**src/rtl/muldiv_unit.sv**
```systemverilog
// muldiv_unit: iterative RV32M multiply/divide engine, one bit per cycle.
// Operands become magnitudes at acceptance, a radix-2 unsigned loop runs for
// XLEN cycles, and the sign fix-up is applied while the result is registered.
// The hart/rd tags ride along so the core can route the writeback.
// Optional macro MULDIV_FASTPATH_EN: divide-by-zero, signed overflow and
// multiply-by-zero bypass RUN and complete one cycle after acceptance.
module muldiv_unit #(
  parameter int XLEN       = 32,
  parameter int HART_ID_W  = 1,
  parameter int REG_ADDR_W = 5
) (
  input  logic                  clk,
  input  logic                  rst_n,
  input  logic                  muldiv_start,
  input  logic [2:0]            muldiv_op,
  input  logic [XLEN-1:0]       muldiv_a,
  input  logic [XLEN-1:0]       muldiv_b,
  input  logic [HART_ID_W-1:0]  muldiv_hart_id,
  input  logic [REG_ADDR_W-1:0] muldiv_rd,
  output logic                  muldiv_busy,
  output logic                  muldiv_done,
  output logic [XLEN-1:0]       muldiv_result,
  output logic [HART_ID_W-1:0]  muldiv_done_hart_id,
  output logic [REG_ADDR_W-1:0] muldiv_done_rd
);

  typedef enum logic [1:0] {S_IDLE, S_RUN, S_DONE} state_t;

  localparam int          CNT_W   = $clog2(XLEN);
  localparam logic [2:0]  OP_MUL  = 3'b000;
  localparam logic [XLEN-1:0] ONES    = '1;
  localparam logic [XLEN-1:0] INT_MIN = {1'b1, {(XLEN-1){1'b0}}};

  state_t                state, state_next;
  logic [2:0]            op_q;
  logic [XLEN-1:0]       a_q;        // raw dividend, returned by REM on b=0
  logic [XLEN-1:0]       b_mag;      // multiplicand or divisor magnitude
  logic [2*XLEN-1:0]     acc;        // mul: {partial, multiplier}; div: {rem, quo}
  logic [CNT_W-1:0]      count;
  logic                  neg_q, neg_r, div_zero_q;
  logic [HART_ID_W-1:0]  hart_q;
  logic [REG_ADDR_W-1:0] rd_q;

  // Operand conditioning at the request port.
  logic            a_signed, b_signed, a_neg, b_neg, accept, is_last, div_zero_in;
  logic [XLEN-1:0] a_mag_in, b_mag_in;

  assign a_signed    = (muldiv_op == 3'b001) || (muldiv_op == 3'b010) ||
                       (muldiv_op == 3'b100) || (muldiv_op == 3'b110);
  assign b_signed    = (muldiv_op == 3'b001) || (muldiv_op == 3'b100) ||
                       (muldiv_op == 3'b110);
  assign a_neg       = a_signed && muldiv_a[XLEN-1];
  assign b_neg       = b_signed && muldiv_b[XLEN-1];
  assign a_mag_in    = a_neg ? (~muldiv_a + 1'b1) : muldiv_a;
  assign b_mag_in    = b_neg ? (~muldiv_b + 1'b1) : muldiv_b;
  assign accept      = (state == S_IDLE) && muldiv_start;
  assign is_last     = (count == CNT_W'(XLEN-1));
  assign div_zero_in = muldiv_op[2] && (muldiv_b == '0);

  // Early-out detection; results match what the full loop would produce.
  logic            fast_hit;
  logic [XLEN-1:0] fast_result;
`ifdef MULDIV_FASTPATH_EN
  logic ovf_in, mul_zero_in;
  assign ovf_in      = muldiv_op[2] && !muldiv_op[0] &&
                       (muldiv_a == INT_MIN) && (muldiv_b == ONES);
  assign mul_zero_in = !muldiv_op[2] && ((muldiv_a == '0) || (muldiv_b == '0));
  assign fast_hit    = div_zero_in || ovf_in || mul_zero_in;
  assign fast_result = mul_zero_in ? '0 :
                       div_zero_in ? (muldiv_op[1] ? muldiv_a : ONES) :
                                     (muldiv_op[1] ? '0 : INT_MIN);
`else
  assign fast_hit    = 1'b0;
  assign fast_result = '0;
`endif

  // One radix-2 step: shift-add for multiply, restoring subtract for divide.
  logic [XLEN:0]     mul_sum, rem_ext, rem_new;
  logic              rem_ge;
  logic [2*XLEN-1:0] acc_next, prod;
  logic [XLEN-1:0]   quo, rem, final_result;

  assign mul_sum  = {1'b0, acc[2*XLEN-1:XLEN]} + (acc[0] ? {1'b0, b_mag} : '0);
  assign rem_ext  = acc[2*XLEN-1:XLEN-1];
  assign rem_ge   = rem_ext >= {1'b0, b_mag};
  assign rem_new  = rem_ge ? (rem_ext - {1'b0, b_mag}) : rem_ext;
  assign acc_next = op_q[2] ? {rem_new[XLEN-1:0], acc[XLEN-2:0], rem_ge}
                            : {mul_sum, acc[XLEN-1:1]};

  // Sign fix-up applied to the value produced by the final iteration.
  assign prod = neg_q ? (~acc_next + 1'b1) : acc_next;
  assign quo  = acc_next[XLEN-1:0];
  assign rem  = acc_next[2*XLEN-1:XLEN];
  assign final_result = !op_q[2]     ? ((op_q == OP_MUL) ? prod[XLEN-1:0] : prod[2*XLEN-1:XLEN]) :
                        div_zero_q   ? (op_q[1] ? a_q : ONES) :
                        op_q[1]      ? (neg_r ? (~rem + 1'b1) : rem) :
                                       (neg_q ? (~quo + 1'b1) : quo);

  // State register.
  // NOTE: every clocked block uses non-blocking (<=) so all flops update from
  // the same pre-edge values regardless of statement order.
  always_ff @(posedge clk or negedge rst_n) begin
    if (!rst_n) state <= S_IDLE;
    else        state <= state_next;
  end

  // Next-state decode.
  // NOTE: the default assignment first keeps every path assigned, so no latch
  // is inferred when a case arm leaves state_next untouched.
  always_comb begin
    state_next = state;
    case (state)
      S_IDLE: if (muldiv_start) state_next = fast_hit ? S_DONE : S_RUN;
      S_RUN:  if (is_last)      state_next = S_DONE;
      S_DONE:                   state_next = S_IDLE;
      default:                  state_next = S_IDLE;
    endcase
  end

  // Datapath: latch the request on acceptance, iterate while running.
  // NOTE: the datapath is reset too; it is small and a clean reset keeps
  // X out of the result mux in simulation after an aborted operation.
  always_ff @(posedge clk or negedge rst_n) begin
    if (!rst_n) begin
      op_q       <= '0;
      a_q        <= '0;
      b_mag      <= '0;
      acc        <= '0;
      count      <= '0;
      neg_q      <= 1'b0;
      neg_r      <= 1'b0;
      div_zero_q <= 1'b0;
      hart_q     <= '0;
      rd_q       <= '0;
    end else if (accept) begin
      op_q       <= muldiv_op;
      a_q        <= muldiv_a;
      b_mag      <= b_mag_in;
      acc        <= {{XLEN{1'b0}}, a_mag_in};
      count      <= '0;
      neg_q      <= a_neg ^ b_neg;
      neg_r      <= a_neg;
      div_zero_q <= div_zero_in;
      hart_q     <= muldiv_hart_id;
      rd_q       <= muldiv_rd;
    end else if (state == S_RUN) begin
      acc        <= acc_next;
      count      <= count + CNT_W'(1);
    end
  end

  // Registered outputs; result and tags load only on entry to DONE and hold.
  always_ff @(posedge clk or negedge rst_n) begin
    if (!rst_n) begin
      muldiv_busy         <= 1'b0;
      muldiv_done         <= 1'b0;
      muldiv_result       <= '0;
      muldiv_done_hart_id <= '0;
      muldiv_done_rd      <= '0;
    end else begin
      muldiv_busy <= (state_next != S_IDLE);
      muldiv_done <= (state_next == S_DONE);
      if (accept && fast_hit) begin
        muldiv_result       <= fast_result;
        muldiv_done_hart_id <= muldiv_hart_id;
        muldiv_done_rd      <= muldiv_rd;
      end else if ((state == S_RUN) && is_last) begin
        muldiv_result       <= final_result;
        muldiv_done_hart_id <= hart_q;
        muldiv_done_rd      <= rd_q;
      end
    end
  end

endmodule

```
**config.mk**
```make
export PLATFORM = sky130hd
export DESIGN_NAME = muldiv_unit
export DESIGN_NICKNAME = d
export VERILOG_FILES = /design/src/rtl/muldiv_unit.sv
export SDC_FILE = /design/constraint.sdc
export NUM_CORES = 1
export LEC_CHECK = 0
export CAP_MARGIN = 20
export CORE_AREA = 2 2 171 173
export CTS_CLUSTER_DIAMETER = 50
export DETAILED_ROUTE_END_ITERATION = 7
export DIE_AREA = 0 0 173 175
export HOLD_SLACK_MARGIN = 0.08
export PLACE_DENSITY = 0.82
export SYNTH_ARGS = -nofsm -noshare
export SYNTH_HDL_FRONTEND = slang
export SYNTH_SLANG_ARGS = --single-unit
```
**constraint.sdc**
```tcl
create_clock -name clk -period 6.37 [get_ports clk]
set_input_delay 0.9555 -clock clk [delete_from_list [all_inputs] [get_ports clk]]
set_output_delay 0.9555 -clock clk [all_outputs]
set_load 0.05 [all_outputs]
```
# Word level (Yosys, flattened, before mapping)
# Cells that the tools add are included.
[totals] output_inout_bits=40 inputBits=76 register_bits=187 elab_cells=73
[classes] eq_ne=7 n_lt_le_gt_ge=1 n_mux=20 bitwise_logic=6 n_addsub=8 reduce_logical=15
[op_table] op="$mux 32" count=11
[op_table] op="$mux 64" count=4
[op_table] op="$add 32x1->32 const B" count=4
[op_table] op="$not 32->32" count=4
[op_table] op="$add 64x1->64 const B" count=1
[op_table] op="$not 64->64" count=1
[op_table] op="$add 32x32->33" count=1
[op_table] op="$ge 33x32->1" count=1
[op_table] op="$logic_not 32->1" count=1
[op_table] op="$sub 32x32->32" count=1
[op_table] op="$mux 5" count=2
[op_table] op="$eq 3x3->1 const B" count=2
[op_table] op="$add 5x1->5 const B" count=1
[op_table] op="$eq 5x5->1 const B" count=1
[op_table] op="$logic_and 1x1->1" count=5
[op_table] op="$logic_or 1x1->1" count=5
[op_table] op="$mux 2" count=2
[op_table] op="$pmux 2 s2" count=1
[op_table] op="$reduce_bool 2->1" count=2
[op_table] op="$eq 3x1->1 const B" count=1
[op_table] op="$eq 3x2->1 const B" count=1
[op_table] op="$logic_not 3->1" count=1
[op_table] op="$eq 2x1->1 const B" count=1
[op_table] op="$eq 2x2->1 const B" count=1
[op_table] op="2 further kinds" count=2

# Longest topological paths before layout
[logic_depth] depth_word=9 ltp_mapped=24

# Least setup slack after synthesis
# No wires, ideal clock.
[synth_path] path_type="reg-to-reg" start="register op_q[2]" end="register muldiv_result[26]" setup_ns=0.094 synth_period_minus_slack_ns=5.078 path_slack_ns=1.292 path_stages_with_launch=22 arrival_time_ns=4.984 cell_sequence="dfrtp_1 -> clkbuf_1 -> buf_2 -> buf_2 -> buf_1 -> buf_2 -> buf_1 -> clkbuf_1 -> mux2_2 -> inv_1 -> ha_1 -> o21ai_0 -> nor2_1 -> nand2_1 -> or2_0 -> nor3_1 -> nand2_1 -> or2_2 -> o41ai_1 -> xnor2_1 -> nand2_1 -> a211oi_1"
[synth_via] elab_chain_cells=7 elab_cells_between_ends=15
[synth_rtl] item="from (decl)" line_no="35" text="logic [2:0] op_q;"
[synth_rtl] item="from (signal assigned)" line_no="136" text="op_q <= muldiv_op;"
[synth_rtl] item="$mux 64" line_no="87" text="assign acc_next = op_q[2] ? {rem_new[XLEN-1:0], acc[XLEN-2:0], rem_ge}"
[synth_rtl] item="$not 32->32, on equally long branches" line_no="97, 96"
[synth_rtl] item="$add 32x1->32, on equally long branches" line_no="97, 96"
[synth_rtl] item="$mux 32, on equally long branches" line_no="97, 96"
[synth_rtl] item="$mux 32" line_no="96" text="op_q[1] ? (neg_r ? (~rem + 1'b1) : rem) :"
[synth_rtl] item="$mux 32" line_no="95" text="div_zero_q ? (op_q[1] ? a_q : ONES) :"
[synth_rtl] item="$mux 32 (*)" line_no="94" text="assign final_result = !op_q[2] ? ((op_q == OP_MUL) ? prod[XLEN-1:0] : prod[2*XLEN-1:XLEN]) :"
[synth_rtl] item="to (signal assigned)" line_no="164" text="muldiv_result <= fast_result;"
[synth_rtl] item="to (signal assigned)" line_no="168" text="muldiv_result <= final_result;"
[synth_rtl] item="to (decl)" line_no="22" text="output logic [XLEN-1:0] muldiv_result,"
# Every way passes the cells marked *; elsewhere a longest branch is shown, timed or not.
# A chain may end at the register's enable or synchronous reset.

# Worst setup path in the final report
[layout_path] start="register acc[59]" end="register muldiv_result[26]"
[layout_via] elab_chain_cells=9 elab_cells_between_ends=17
[layout_rtl] item="from (decl)" line_no="38" text="logic [2*XLEN-1:0] acc;"
[layout_rtl] item="from (signal assigned)" line_no="139" text="acc <= {{XLEN{1'b0}}, a_mag_in};"
[layout_rtl] item="from (signal assigned)" line_no="147" text="acc <= acc_next;"
[layout_rtl] item="$ge 33x32->1" line_no="85" text="assign rem_ge = rem_ext >= {1'b0, b_mag};"
[layout_rtl] item="$mux 32" line_no="86" text="assign rem_new = rem_ge ? (rem_ext - {1'b0, b_mag}) : rem_ext;"
[layout_rtl] item="$mux 64 (*)" line_no="87"
[layout_rtl] item="$not 32->32" line_no="96"
[layout_rtl] item="$add 32x1->32" line_no="96"
[layout_rtl] item="$mux 32 (2 in series)" line_no="96"
[layout_rtl] item="$mux 32" line_no="95"
[layout_rtl] item="$mux 32 (*)" line_no="94"
# Marked as above.

==> results by stage <==
Run status:
- The flow ran to the end, and the final reports show no timing, DRC or antenna violations.

Clock network:
- Clock-pin slew was measured on the worst setup and hold paths at 0.09 ns.
- The tree built by TritonCTS fans out to 187 sinks.
- The count of H-tree levels built during CTS is 4.
- Clock latency on the worst-skew pair, taken at its later pin, is 0.49 ns.
- The TritonCTS clock tree is yes.
- The root cell of the clock tree is sky130_fd_sc_hd__clkbuf_16.
- The number of CTS-inserted buffers is 17.
- Hold repair after CTS inserted 0 buffers.
- After clock tree synthesis, the setup repair step added 0 buffers.
- In this run the deepest clock path goes through 2 buffers.
- The number of gates resized after CTS was 0.

Logic synthesis:
- Averaged over all synthesized cells, the footprint is 7.61 um2.
- The async set or reset register ratio after synthesis is 100%.
- The number of synthesis warnings is 0.
- The post-synthesis sequential area ratio is 27.5%.
- The primary flip-flop cell chosen by synthesis mapping is sky130_fd_sc_hd__dfrtp_1.
- Counting every instance in the synthesized netlist gives 2237.
- After synthesis the cells add up to 17000 um2.
- The number of different library cells in the post-synthesis netlist is 109.
- In this run, synthesis inferred 0 flip-flops with an integrated enable.
- Synthesis inferred 187 register bits.
- Synthesis produced a netlist with a net count of 2385.

Timing:
- The share of the clock period used by the worst path is just under 90%.
- Derived from the worst setup path, the maximum achievable clock frequency is 180 MHz.
- After layout, the minimum clock period comes to 5.55 ns.
- The number of pins with negative max-slew slack in the final report is 0.
- After layout, the worst setup slack is around 0.8 ns.
- Setup total negative slack on the finished layout was measured at 0 ns.
- At the pin with the least slew margin, the transition time is around 1.0 ns.
- The final count of negative-setup-slack endpoints is 0.
- The clock arrives with between 0.015 and 0.02 ns of skew.
- The final number of hold-violating endpoints is 0.
- Setup repair after global routing left no endpoint under its margin.
- Measured against its own limit, the worst slew margin works out to 31.7%.

Critical path:
- The startpoint identified for the worst register-to-register timing path is acc[59].
- The worst-case reg-to-reg path depth is 17.
- The setup slack of the worst register-to-register path is 0.82 ns.
- On the critical path the largest part of the delay comes from simple AND/OR/NAND/NOR gates.
- The maximum fanout along the worst path is 8.
- The destination of the worst register-to-register timing path is muldiv_result[26].
- The arrival time reported for the critical path endpoint is 5.94 ns.
- The critical path goes through ha_1 > nand4_1 > nor4_4 > inv_2 > o2111ai_1 > nor3_1 > a311o_1 > inv_1 > ha_1 > inv_1 > nor3_1 > nand2_1 > or2_2 > o41ai_1 > xnor2_1 > nand2_1 > a211oi_1.
- STA classifies the critical path endpoint as a register.
- The required time at the endpoint of the critical path is 6.76 ns.
- The worst setup path is launched from a register.
- The class of the most critical setup path is register to register.
- Counting both buffers and inverters, the worst setup path holds a total of 3.
- The critical path runs through a total of 17 cells.
- In this design, the stage delay of the slowest critical-path cell is 0.64 ns.
- The cell at the slowest stage of the critical path is sky130_fd_sc_hd__o2111ai_1.

Layout:
- Fill cells in the final layout number 2457.
- Leaving out fill and tap cells, the most frequent cell in the layout is sky130_fd_sc_hd__nand2_1.
- The share of cells above drive strength 1 is 6.72%.
- In the layout the commonest cells are sky130_fd_sc_hd__nand2_1 (367), sky130_fd_sc_hd__nor2_1 (188), sky130_fd_sc_hd__dfrtp_1 (186).
- At the end of the flow, the number of nets in the layout was 2428.
- Cells fill around two thirds of the core in the end.
- The layout overhead on the synthesized area is 12.1%.

Floorplanning:
- The die boundary height is 175 um.
- The area of the core region is 28400 um2.
- Measured along the x axis, the die boundary spans 173 um.
- The die covers 30300 um2.
- The starting density of the core is 60.0%.
- The number of placed I/O pins is between 100 and 150.
- The initialized floorplan defines 62 standard-cell rows.

Placement:
- Detailed placement ended at an HPWL of 48500 um.
- At the placement stage, the worst setup path has a slack of 1.01 ns.
- The congestion estimate from routability-driven global placement came to between 1 and 1.5.
- The quantity of I/O buffers inserted on ports is 115.

Global routing:
- For this run the aggregate overflow at the end of global routing stands at 0.
- Global routing used 42.6% of the available tracks across all layers.
- The initial antenna violation count is 4.
- The first global-routing pass estimated 100000 um of wire.
- The largest net degree at the start of global routing is 151.
- The number of global-route vias before repair is around 17000.

Route:
- The average wire length per cell after detail routing is 24.4 um.
- The detailed-router iteration count before antenna repair is 8.
- After detailed routing, the number of remaining DRC violations is 0.
- The average via count per standard cell is 6.96.
- The starting DRC count in detailed routing is 2969.
- Wires add up to roughly 65000 um.
- The routed layout has around 19000 vias.
- The antenna violation net count after detailed routing is 0.

Flow run:
- The number of max-cap violations is 0.

Min path:
- The worst hold path belongs to the class input port to asynchronous set/reset pin.
==> cells by family (layout without fill, tap and decap cells) <==
group	after synthesis	in the layout	synth area share, %
AOI/OAI and AO/OA	724	724	28.1
and+or+nand+nor	840	840	23.0
other	0	1	0
xor gates and xnor gates	169	169	8.69
muxes	42	42	2.58
DFF	187	187	27.5
buffers and inverters	203	259	4.77
adders and majority gates	72	72	5.38
==> stage by stage <==
stage | cell area [um2] | std cells | hold WS (ns)
after CTS | 19100 | 2675 | 0.407
after detailed placement | 18400 | 2643 | 0.462
after global placement | 18400 | 2643 | 0.447
after floorplan | 17000 | 2237 | 0.439
final | 19100 | 2678 | 0.392
after global routing | 19100 | 2677 | 0.414
==> final cells by class <==
class / instances / area, um2 / share of cell area, %
Sequential cell: 187 / 4680 / 24.5
Clock buffer: 18 / 439 / 2.30
Tap cell: 384 / 480 / 2.52
Timing Repair Buffer: 153 / 1470 / 7.68
Multi-Input combinational cell: 1847 / 11600 / 60.6
Inverter: 74 / 278 / 1.46
Antenna cell: 1 / 2.50 / 0.0131
Clock inverter: 14 / 171 / 0.898
==> Yosys cell counts (36+ instances only) <==
cell type                    n  share of area [%]
sky130_fd_sc_hd__nand2_1   367                8.1
sky130_fd_sc_hd__nor2_1    188                4.1
sky130_fd_sc_hd__dfrtp_1   187                 27
sky130_fd_sc_hd__a21oi_1   178                5.2
sky130_fd_sc_hd__o21ai_0   176                5.2
sky130_fd_sc_hd__xnor2_1    95                4.9
sky130_fd_sc_hd__clkbuf_1   89                2.0
sky130_fd_sc_hd__xor2_1     74                3.8
sky130_fd_sc_hd__ha_1       70                5.1
sky130_fd_sc_hd__inv_1      69                1.5
sky130_fd_sc_hd__nor3_1     47                1.4
sky130_fd_sc_hd__nand3_1    36                1.1
==> how the worst max path moves through the flow <==
stage	startpoint	endpoint	slack [ns]
floorplan	op_q[2]	muldiv_result[26]	1.29
global placement	acc[0]	muldiv_result[31]	1.05
detailed placement	acc[0]	muldiv_result[31]	1.01
CTS	acc[0]	muldiv_result[31]	0.95
global route	acc[0]	muldiv_result[31]	0.51
finish	acc[59]	muldiv_result[26]	0.82
==> state kept, by name (all words and copies together) (netlist names) <==
name	count
acc	64
a_q	32
b_mag	32
muldiv_result	32
count	5
muldiv_done_rd	5
rd_q	5
op_q	3
state	2
div_zero_q	1
hart_q	1
muldiv_busy	1
muldiv_done	1
muldiv_done_hart_id	1
neg_q	1
neg_r	1
==> routing by layer <==
metal	GRT usage (%)	part of all wire (%)	up-vias
li1	-	-	8253
met1	57.7	40	8794
met2	63.5	43	1359
met3	12.7	13	234
met4	17.4	4.5	2
met5	0	0.018	-
Power is left out: the tool's default activity adds up to more than one toggle a clock period on the data nets, which glitch-free logic cannot reach.
